File: config.mk
export PLATFORM = sky130hd
export DESIGN_NAME = shift_loader
export DESIGN_NICKNAME = d
export VERILOG_FILES = /design/src/rtl/shift_loader.sv
export SDC_FILE = /design/constraint.sdc
export NUM_CORES = 1
export LEC_CHECK = 0
export CAP_MARGIN = 20
export CORE_MARGIN = 2
export CORE_UTILIZATION = 53
export CTS_BUF_LIST = sky130_fd_sc_hd__clkbuf_8
export DETAILED_ROUTE_END_ITERATION = 10
export HOLD_SLACK_MARGIN = 0.15
export PLACE_DENSITY = 0.77
export SLEW_MARGIN = 10
export SYNTH_ARGS = -nofsm -noshare
export SYNTH_HDL_FRONTEND = slang
export SYNTH_SLANG_ARGS = --single-unit
File: constraint.sdc
create_clock -name clk -period 2.25 [get_ports clk]
set_clock_uncertainty 0.2 [all_clocks]
set_input_delay 0.225 -clock clk [delete_from_list [all_inputs] [get_ports clk]]
set_output_delay 0.225 -clock clk [all_outputs]
set_load 0.005 [all_outputs]
File: src/rtl/shift_loader.sv
// Parallel-to-serial loader: feeds one WIDTH-bit word, one bit per cycle, into a
// downstream shift register. Optional abort port enabled by SHIFT_LOADER_ABORT_EN.
module shift_loader #(
    parameter int WIDTH = 5
) (
    input  logic             clk,
    input  logic             rst,
    input  logic [WIDTH-1:0] data_in,
    input  logic             dir_in,
    input  logic             load_valid,
`ifdef SHIFT_LOADER_ABORT_EN
    input  logic             abort,
`endif
    output logic             load_ready,
    output logic             y,
    output logic             sh,
    output logic             rt,
    output logic             done
);

    localparam int CW = (WIDTH > 1) ? $clog2(WIDTH) : 1;
    localparam logic [CW-1:0] LAST = CW'(WIDTH - 1);

    typedef enum logic [1:0] {IDLE, SHIFT, DONE} state_t;

    state_t           state_q, state_d;
    logic [WIDTH-1:0] sreg_q, sreg_d;
    logic [CW-1:0]    cnt_q, cnt_d;
    logic             ready_q, ready_d;
    logic             y_q, y_d;
    logic             sh_q, sh_d;
    logic             rt_q, rt_d;
    logic             done_q, done_d;
    logic             abort_w;

`ifdef SHIFT_LOADER_ABORT_EN
    assign abort_w = abort;
`else
    assign abort_w = 1'b0;
`endif

    // sreg holds the bits not yet presented; the outgoing bit always sits at the
    // end selected by rt, so the register shifts toward that end each cycle.
    always_comb begin
        state_d = state_q;
        sreg_d  = sreg_q;
        cnt_d   = cnt_q;
        ready_d = ready_q;
        y_d     = y_q;
        sh_d    = sh_q;
        rt_d    = rt_q;
        done_d  = 1'b0;
        case (state_q)
            IDLE: begin
                ready_d = 1'b1;
                sh_d    = 1'b0;
                y_d     = 1'b0;
                if (load_valid) begin
                    state_d = SHIFT;
                    cnt_d   = '0;
                    rt_d    = dir_in;
                    sh_d    = 1'b1;
                    ready_d = 1'b0;
                    y_d     = dir_in ? data_in[0] : data_in[WIDTH-1];
                    sreg_d  = dir_in ? (data_in >> 1) : (data_in << 1);
                end
            end
            SHIFT: begin
                if (abort_w) begin
                    state_d = IDLE;
                    cnt_d   = '0;
                    sh_d    = 1'b0;
                    y_d     = 1'b0;
                    ready_d = 1'b1;
                end else if (cnt_q == LAST) begin
                    state_d = DONE;
                    sh_d    = 1'b0;
                    y_d     = 1'b0;
                    done_d  = 1'b1;
                end else begin
                    cnt_d  = cnt_q + CW'(1);
                    y_d    = rt_q ? sreg_q[0] : sreg_q[WIDTH-1];
                    sreg_d = rt_q ? (sreg_q >> 1) : (sreg_q << 1);
                end
            end
            DONE: begin
                state_d = IDLE;
                cnt_d   = '0;
                ready_d = 1'b1;
                sh_d    = 1'b0;
                y_d     = 1'b0;
            end
            default: begin
                state_d = IDLE;
                cnt_d   = '0;
                ready_d = 1'b1;
                sh_d    = 1'b0;
                y_d     = 1'b0;
            end
        endcase
    end

    always_ff @(posedge clk) begin
        if (rst) begin
            state_q <= IDLE;
            sreg_q  <= '0;
            cnt_q   <= '0;
            ready_q <= 1'b1;
            y_q     <= 1'b0;
            sh_q    <= 1'b0;
            rt_q    <= 1'b0;
            done_q  <= 1'b0;
        end else begin
            state_q <= state_d;
            sreg_q  <= sreg_d;
            cnt_q   <= cnt_d;
            ready_q <= ready_d;
            y_q     <= y_d;
            sh_q    <= sh_d;
            rt_q    <= rt_d;
            done_q  <= done_d;
        end
    end

    assign load_ready = ready_q;
    assign y          = y_q;
    assign sh         = sh_q;
    assign rt         = rt_q;
    assign done       = done_q;

endmodule

==> results.toml <==
[outcome]
status = "finished, final reports clean"

[floorplanning]
die_w_um = 42.69
io_pins = 14
core_area_um2 = 1350
rows = 13
die_h_um = 42.69
die_area_um2 = 1822
start_util_pct = 58.76

[power]
total_power_uw = 617.8
p_int_uw = 457.0
p_per_area_nw_per_um2 = 642.1
vdd_drop_max_mv = 0.4908
switchingPower_uw = 160.8
clkPwrFrac_pct = 36.2
comb_power_share_pct = 15.7
swShare_pct = 26.02
pwr-share-seq_pct = 48.1
p_leak_nw = 0.3347

[detailed_routing]
drt_iter0_markers = 31
first_pass_iters = 4
wl_per_cell_um = 15.89
wl_um = 1812
via_count = 728
drc_errors = 0
drtAntennaViolNets = 0
via_per_inst = 6.386

[yosys]
synth_top_area_cell = "dfxtp_1"
ys_ff_latch = 15
synthArstFlopShare_pct = 0
synth_top_area_share_pct = 37.85
synthFlopType = "dfxtp_1"
synth-edff-count = 0
synth_cell_types = 32
synth_most_common_cell = "dfxtp_1"
synthTopCellsByCount = "dfxtp_1, nor2b_1, a211oi_1"
synth_area_um2 = 793.3
synth_nets = 98
synth_area_leaders = "dfxtp_1, a211oi_1, nor2b_1, nand2b_1, nand3_1"
ys_warn_count = 0
seq_area_frac_synth_pct = 37.85
syn_inst = 87
syn_avg_cell_area_um2 = 9.118

[place]
dp_hpwl_um = 1275
gp_congestion = 0.8694
portBuffers = 13

[global_route]
grt.busiest_layer = "met1"
grt_pass1_wl_um = 2877
gr-total-overflow = 0
track_usage_pct = 21.69
met3_usage_pct = 6.383
grt_pass1_vias = 637
grt_use_met2_pct = 28.48
met1_usage_pct = 30.61
grt_max_degree = 15
antenna_found_initial = 0

[job]
cap_violations = 0

[worst_hold_path]
min_path_type = "reg2reg"

[cts]
clk_pin_slew_worst_paths_ns = 0.06
cts_resized = 0
cts.sinks = 15
cts_root_buf = "clkbuf_8"
hold_buffers = 0
cts_max_level = 1
cts_tree = "yes"
postCtsSetupRepairBufs = 0
clk_latency_ns = 0.26
cts_buffers = 3
cts_max_path_buffers = 2

[sta]
min_period_ns = 1.886
finalSetupViolations = 0
slew_headroom_pct = 65.34
report.final.slew_viol_count = 0
setup-tns-final_ns = 0
rsz0062_at_grt = "false"
worst-slew-pin-transition_ns = 0.5188
fmax_mhz = 530.2
period_share_pct = 83.82
final_hold_viol_count = 0

[setup_path]
critPathLaunchType = "flip-flop"
arrival_ns = 1.83
critPathMaxStageDelay_ns = 0.57
worstPathRequired_ns = 2.19
worst_path_max_delay_cell = "dfxtp_1"
path_buf_inv = 0
path_delay_family = "simple AND/OR/NAND/NOR gates"
worst_setup_path_end_kind = "flip-flop"
crit_fanout = 13
crit_chain = "nor2b_1 > nand3b_1 > a311oi_1"
crit_type = "reg2reg"

[finish]
num_antenna_cells = 0
area_growth_pct = 21.29
nets = 111
post_route_cells_drive_above_1_share_pct = 8.081
fillerInstances = 102
-- per-stage QoR --
step           instance area [µm²]  utilization (%)  instances  hold slack, ns  worst slack, ns
6_report                     962.2            71.27        114          0.2969           0.3640
5_1_grt                      962.2            71.27        114          0.3306           0.2382
4_1_cts                      962.2            71.27        114          0.3040           0.3989
3_5_place_dp                 915.9            67.84        110          0.2887           0.3942
3_3_place_gp                 915.9            67.84        110          0.2874           0.4572
2_1_floorplan                793.3                -         87          0.1194           0.5549
-- cell usage in the layout, fill, tap and decap left out, types with 2 or more instances in the layout --
cell type / instances
dfxtp_1: 15
clkdlybuf4s50_1: 13
nor2b_1: 8
a211oi_1: 7
nand3_1: 6
nand2b_1: 5
a21oi_1: 5
nor3_1: 4
inv_1: 3
o32ai_1: 3
nand4b_1: 3
clkbuf_8: 3
a311oi_1: 2
nand2_1: 2
nand3b_1: 2
ha_1: 2
-- registers in the layout, indices dropped and copies added (netlist names) --
register    cells
sreg_q          5
cnt_q           3
state_q         2
done            1
load_ready      1
rt              1
sh              1
y               1
-- cells by family after synthesis --
kind of cell / count (synthesis) / synth area share, %
and+or+nand+nor: 35 / 27.92
AOI/OAI and AO/OA: 24 / 22.71
DFF: 15 / 37.86
buffers and inverters: 9 / 5.677
muxes: 2 / 2.681
adders and majority gates: 2 / 3.154
-- worst reg2reg max path: cells and delay by family, from the launching register on --
kind	cells	cell delay (ns)
AND/OR/NAND/NOR	2	0.66
AO/OA/AOI/OAI	1	0.35
flip-flops	1	0.57
-- power by group through the flow --
stage	sequential (mW)	clock, mW	combinational, mW
after detailed placement	0.302	0	0.0949
after global placement	0.302	0	0.0946
final	0.297	0.224	0.0968
after global routing	0.299	0.237	0.105
after floorplan	0.295	0	0.0653
after CTS	0.297	0.227	0.0955
-- layout make-up --
cell class | count | area [µm²] | share of cell area [%]
tap | 15 | 18.77 | 1.951
clock inverter | 1 | 5.005 | 0.5202
inverter | 3 | 11.26 | 1.170
timing repair buffer | 14 | 137.6 | 14.30
multi-input combinational | 63 | 447.9 | 46.55
clock buffer | 3 | 41.29 | 4.291
sequential | 15 | 300.3 | 31.21
-- layer usage --
metal  up-vias  share of wire, %
met2        32                44
met3         5               7.5
met4         0               2.4
met1       338                46
li1        353                 -
met5         -                 0
-- worst paths after layout --
| check | from | endpoint | slack [ns] | depth (start not counted) |
|---|---|---|---|---|
| worst min-delay path | sh$_SDFFE_PP0P_ | sh$_SDFFE_PP0P_ | 0.30 | 2 |
| worst min register to register | sh$_SDFFE_PP0P_ | sh$_SDFFE_PP0P_ | 0.30 | 2 |
| worst max-delay path | state_q[0]$_SDFFE_PP0P_ | sreg_q[4]$_SDFFE_PP0P_ | 0.36 | 3 |
| worst max register to register | state_q[0]$_SDFFE_PP0P_ | sreg_q[4]$_SDFFE_PP0P_ | 0.36 | 3 |
No activity file was read; power rests on OpenSTA's default activity.
==> RTL change 1 (config.mk and constraints unchanged) <==
Re-encode `state_t` (3 states) as one-hot, 3 bits wide.
--- a/src/rtl/shift_loader.sv
+++ b/src/rtl/shift_loader.sv
@@ -22,5 +22,5 @@
     localparam logic [CW-1:0] LAST = CW'(WIDTH - 1);
 
-    typedef enum logic [1:0] {IDLE, SHIFT, DONE} state_t;
+    typedef enum logic [2:0] {IDLE = 3'b001, SHIFT = 3'b010, DONE = 3'b100} state_t;
 
     state_t           state_q, state_d;
Formal check against the unedited RTL: no difference found for any inputs over 10 cycles, from zero or initial values and one cycle with rst high; not proved beyond that.
==> RTL change 1 against the unedited design <==
  * Clock power is 4% lower
  * Largest cell class unchanged
  * Die area is 8.1% higher
  * Total power is 2.7% higher
  * Cell area is 6.8% higher
  * Setup slack better by 3.5 ps
  * Routed wire length is 5.5% higher
  * Area after synthesis is 9.0% higher
  * Highest routed layer unchanged
  * Sequential cell count is 1 higher
==> RTL change 1: results (changes against the unedited design) <==
run status completed; initial antenna violation count 0 (unchanged); largest registers sreg_q: 5 flops, cnt_q: 3 flops, state_q: 3 flops; setup bufs post-CTS 0 (unchanged); Async S/R FF share, synth 0% (unchanged); R2R Setup Slk 370 ps; syn nets 109 (+11%); worst r2r path cells 4 (+1); Worst-Margin Slew 618 ps (+98.8 ps); root buf cell clkbuf_8; worst hold stages 2 (unchanged); Clock Pin Slew Worst Setup and Hold Paths about 50 ps; WHS Endpoint sh; P_leak 0.383 nW (+14%); reg2reg end sreg_q[4]; synth unique cells 33 (+3.1%); I/O Buffers 13 (unchanged); Avg WL per Cell 15.4 um (-3.0%); Reg with most FFs sreg_q; min cycle time layout 1880 ps (-3.51 ps); Worst Hold Launch sh; largest net degree at the start of global routing 17 (+2); PostCTS Resize Cnt 0 (unchanged); first-pass GRT wire length 3.04 mm (+5.7%); Synth top cells by count dfxtp_1 (16), nor2_1 (9), mux2i_1 (8), nand2_1 (8), a21oi_1 (7); hpwl dp 1.33 mm (+4.4%); Reg2Reg Launch Point state_q[2]; H-tree depth 1 (unchanged); Worst Hold Class reg2reg; Worst Path Max Fanout 12 (-1); final net count 121 (+9.0%); worst-case clock buffer depth 2 (unchanged); DR pass1 iterations 4 (unchanged); critical path arrival about 1800 ps; Most used DFF post-synth dfxtp_1; Final GP Congestion 0.859 (-1.3%); Peak VDD IR 0.000466 V (-5.0%); starting DRC count in detailed routing 29 (-6.5%); Area contributors post-synth dfxtp_1 (37%), mux2i_1 (9.3%), a21oi_1 (4.1%); Fillers 122 (+20%); number of global-route vias before repair 690 (+8.3%); warnings from Yosys 0 (unchanged); DR vias/cell 6.05 (-5.3%); n_diodes 0 (unchanged); worst skew pair latency 250 ps; post-synthesis sequential area ratio 37.0% (-0.81 points); GRT Total Usage 21.9% (+0.24 points); CTS Buf Count 3 (unchanged); layout cell share with drive strength beyond 1 12.0% (+4.0 points)
RTL change 1: cell types whose count changed in the layout (fill, tap and decap cells not counted), sizes merged, moves of 4 or more:
| cell | before | now |
|---|---|---|
| nand2b | 5 | 0 |
| a211oi | 7 | 0 |
| nand3 | 6 | 0 |
| o21ai | 1 | 5 |
| mux2i | 1 | 8 |
| nor2 | 1 | 9 |
| nor2b | 8 | 1 |
| nand2 | 2 | 8 |
RTL change 1: worst max-delay path, stage by stage, from the launching register on:
cell and delay [ps]:
dfxtp_1 430, or3b_1 600, nor3b_2 230, a31oi_1 70
a221oi_2 270
RTL change 1: worst max path at each step:
stage | from | to | depth (start not counted)
after detailed placement | state_q[2] | sreg_q[4] | 4
after CTS | state_q[2] | sreg_q[4] | 4
after global routing | state_q[2] | sreg_q[4] | 4
after global placement | state_q[2] | sreg_q[4] | 4
after floorplan | state_q[1] | sreg_q[4] | 5
final | state_q[2] | sreg_q[4] | 4
RTL change 1: stage by stage:
step / utilization [%] / instances / hold WS [ps] / instance area, sq um / setup slack (ps)
floorplan: - / 98 / 261 / 865 / 624
global placement: 64.7 / 121 / 286 / 986 / 404
detailed placement: 64.7 / 121 / 287 / 986 / 380
CTS: 67.4 / 124 / 301 / 1030 / 360
global route: 67.4 / 124 / 342 / 1030 / 286
finish: 67.4 / 124 / 296 / 1030 / 368
RTL change 1: cells by family (layout without fill, tap and decap cells):
group / Yosys count / after routing / share of synthesized area [%]
multiplexers: 10 / 10 / 11.9
adder cells (fa/ha/maj): 2 / 2 / 2.89
buffers and inverters: 13 / 23 / 6.80
XOR/XNOR: 1 / 1 / 1.01
AO/OA/AOI/OAI: 22 / 22 / 17.5
flip-flops: 16 / 16 / 37.0
AND/OR/NAND/NOR: 34 / 34 / 22.9
RTL change 1: final cells by class:
class	count	area, sq um	area share [%]
Clock buffer	3	41.3	4.02
Inverter	6	22.5	2.19
Multi-Input combinational cell	69	485	47.3
Sequential cell	16	320	31.2
Tap cell	16	20.0	1.95
Timing Repair Buffer	14	138	13.4
RTL change 1: metal layers:
| metal | wire [um] | share of wire, % | global-route usage (%) |
|---|---|---|---|
| met5 | 0 | 0 | 0 |
| met4 | 13 | 0.68 | 5.45 |
| met3 | 144 | 7.5 | 7.35 |
| met2 | 891 | 47 | 36.5 |
| met1 | 861 | 45 | 27.3 |
RTL change 1: power by group:
part | leakage [nW] | internal (mW) | switching, mW
Sequential | 0.131 | 0.299 | 0.0162
Clock | 0.0216 | 0.119 | 0.0963
Combinational | 0.230 | 0.0561 | 0.0482
Total | 0.383 | 0.474 | 0.161
==> RTL change 2 (same flow settings) <==
Made on the original files. `WIDTH`: 5 -> 10.
--- a/src/rtl/shift_loader.sv
+++ b/src/rtl/shift_loader.sv
@@ -2,5 +2,5 @@
 // downstream shift register. Optional abort port enabled by SHIFT_LOADER_ABORT_EN.
 module shift_loader #(
-    parameter int WIDTH = 5
+    parameter int WIDTH = 10
 ) (
     input  logic             clk,
Ports: changed (resized data_in); port bits go from 14 to 19. No check against the original RTL was run, so the function may have changed too.
==> RTL change 2 against the unedited design <==
  * Area after synthesis rose by 55%
  * Sequential cell count rose by 6
  * Highest routed layer unchanged
  * Cell area rose by 55%
  * Critical path type unchanged
  * Routed wire length rose by 64%
  * Setup slack got worse by 180 ps
  * Final cell count rose by 58%
  * Total power rose by 36%
  * Fmax fell by 8.8%
  * Critical path depth rose by 2
==> RTL change 2: results (changes against the unedited design) <==
synth unique cells 37 (+16%); largest family of logic cells by synthesized area compound AO/OA/AOI/OAI gates; max cap viols 0 (unchanged); mux contribution to synthesized area 3.46% (+0.77 points); Area contributors post-synth dfxtp_1 (34%), a211oi_1 (10%), o32ai_2 (9.2%); Clk. pwr 243 uW (+8%); GRT Total Usage 25.2% (+3.5 points); final net count 169 (+52%); maximum clock frequency 0.483 GHz (-8.8%); largest registers sreg_q: 10 flops, cnt_q: 4 flops, state_q: 2 flops; worst r2r path cells 5 (+2); run status completed; critical path arrival 2050 ps (+220 ps); Synth top cells by count dfxtp_1 (21), nor2b_1 (18), a211oi_1 (17); syn nets 150 (+53%); DR vias/cell 6.08 (-4.8%); warnings from Yosys 0 (unchanged); number of global-route vias before repair 1117 (+75%); Post-Place Setup Slack 180 ps (-214 ps); Final GP Congestion 0.794 (-8.7%); Clock Pin Slew Worst Setup and Hold Paths 80 ps (+20 ps); Avg WL per Cell 16.6 um (+4.1%); adder-cell share of the synthesized area 2.03% (-1.1 points); P_leak 0.515 nW (+54%); R2R Setup Slk 180 ps (-180 ps); worst hold stages 2 (unchanged); Mapped Cells 134 (+54%); layout cell share with drive strength beyond 1 14.5% (+6.4 points); worst-case clock buffer depth 2 (unchanged); Worst Hold Class reg2reg; placed cell areas 1440 sq um (+58%); reg2reg end sreg_q[6]; Total Wirelength 2.98 mm (+64%); starting DRC count in detailed routing 44 (+42%); Worst Path Max Fanout 10 (-3); Peak VDD IR 0.000359 V (-27%); first-pass GRT wire length 5.11 mm (+77%); I/O Buffers 18 (+5); Fin Hold WS 298 ps (+0.688 ps); post-synthesis compound-gate area fraction 30.2% (+7.5 points); hpwl dp 2.11 mm (+65%); dpl cells 176 (+60%); launch point of the worst path cnt_q[1]; Worst-Margin Slew 599 ps (+80.1 ps); largest net degree at the start of global routing 21 (+6); Comb group 177 uW (+83%); post-synthesis sequential area ratio 34.1% (-3.7 points); Power per Cell Area 563 nW/um^2 (-12%); Switching Fraction 27.2% (+1.2 points)
-- RTL change 2: cell types whose count changed after synthesis, sizes merged, moves of 4 or more --
cell,unedited run,this run
a211oi,7,17
nor2b,8,18
dfxtp,15,21
nor2,1,6
o32ai,3,8
clkbuf,2,6
nand2b,5,9
nor3,4,0
-- RTL change 2: area by class of cell --
| class | count | area [sq um] |
|---|---|---|
| clock buffers | 3 | 41.3 |
| clock inverters | 1 | 3.75 |
| fillers | 188 | 723 |
| flip-flops and latches | 21 | 420 |
| inverters | 4 | 15.0 |
| well taps | 28 | 35.0 |
| multi-input cells | 98 | 741 |
| repair buffers | 25 | 233 |
-- RTL change 2: routing by layer --
metal	wire length (um)	track usage, %
met4	37	9.83
met5	0	0
met1	1370	33.9
met3	107	3.43
met2	1470	40.5
-- RTL change 2: worst max-delay path: stages (launching register included) --
cell and delay [ps]:
dfxtp_1 390, inv_1 60, ha_1 200, and4b_4 230, or3_1 580, o32ai_2 320
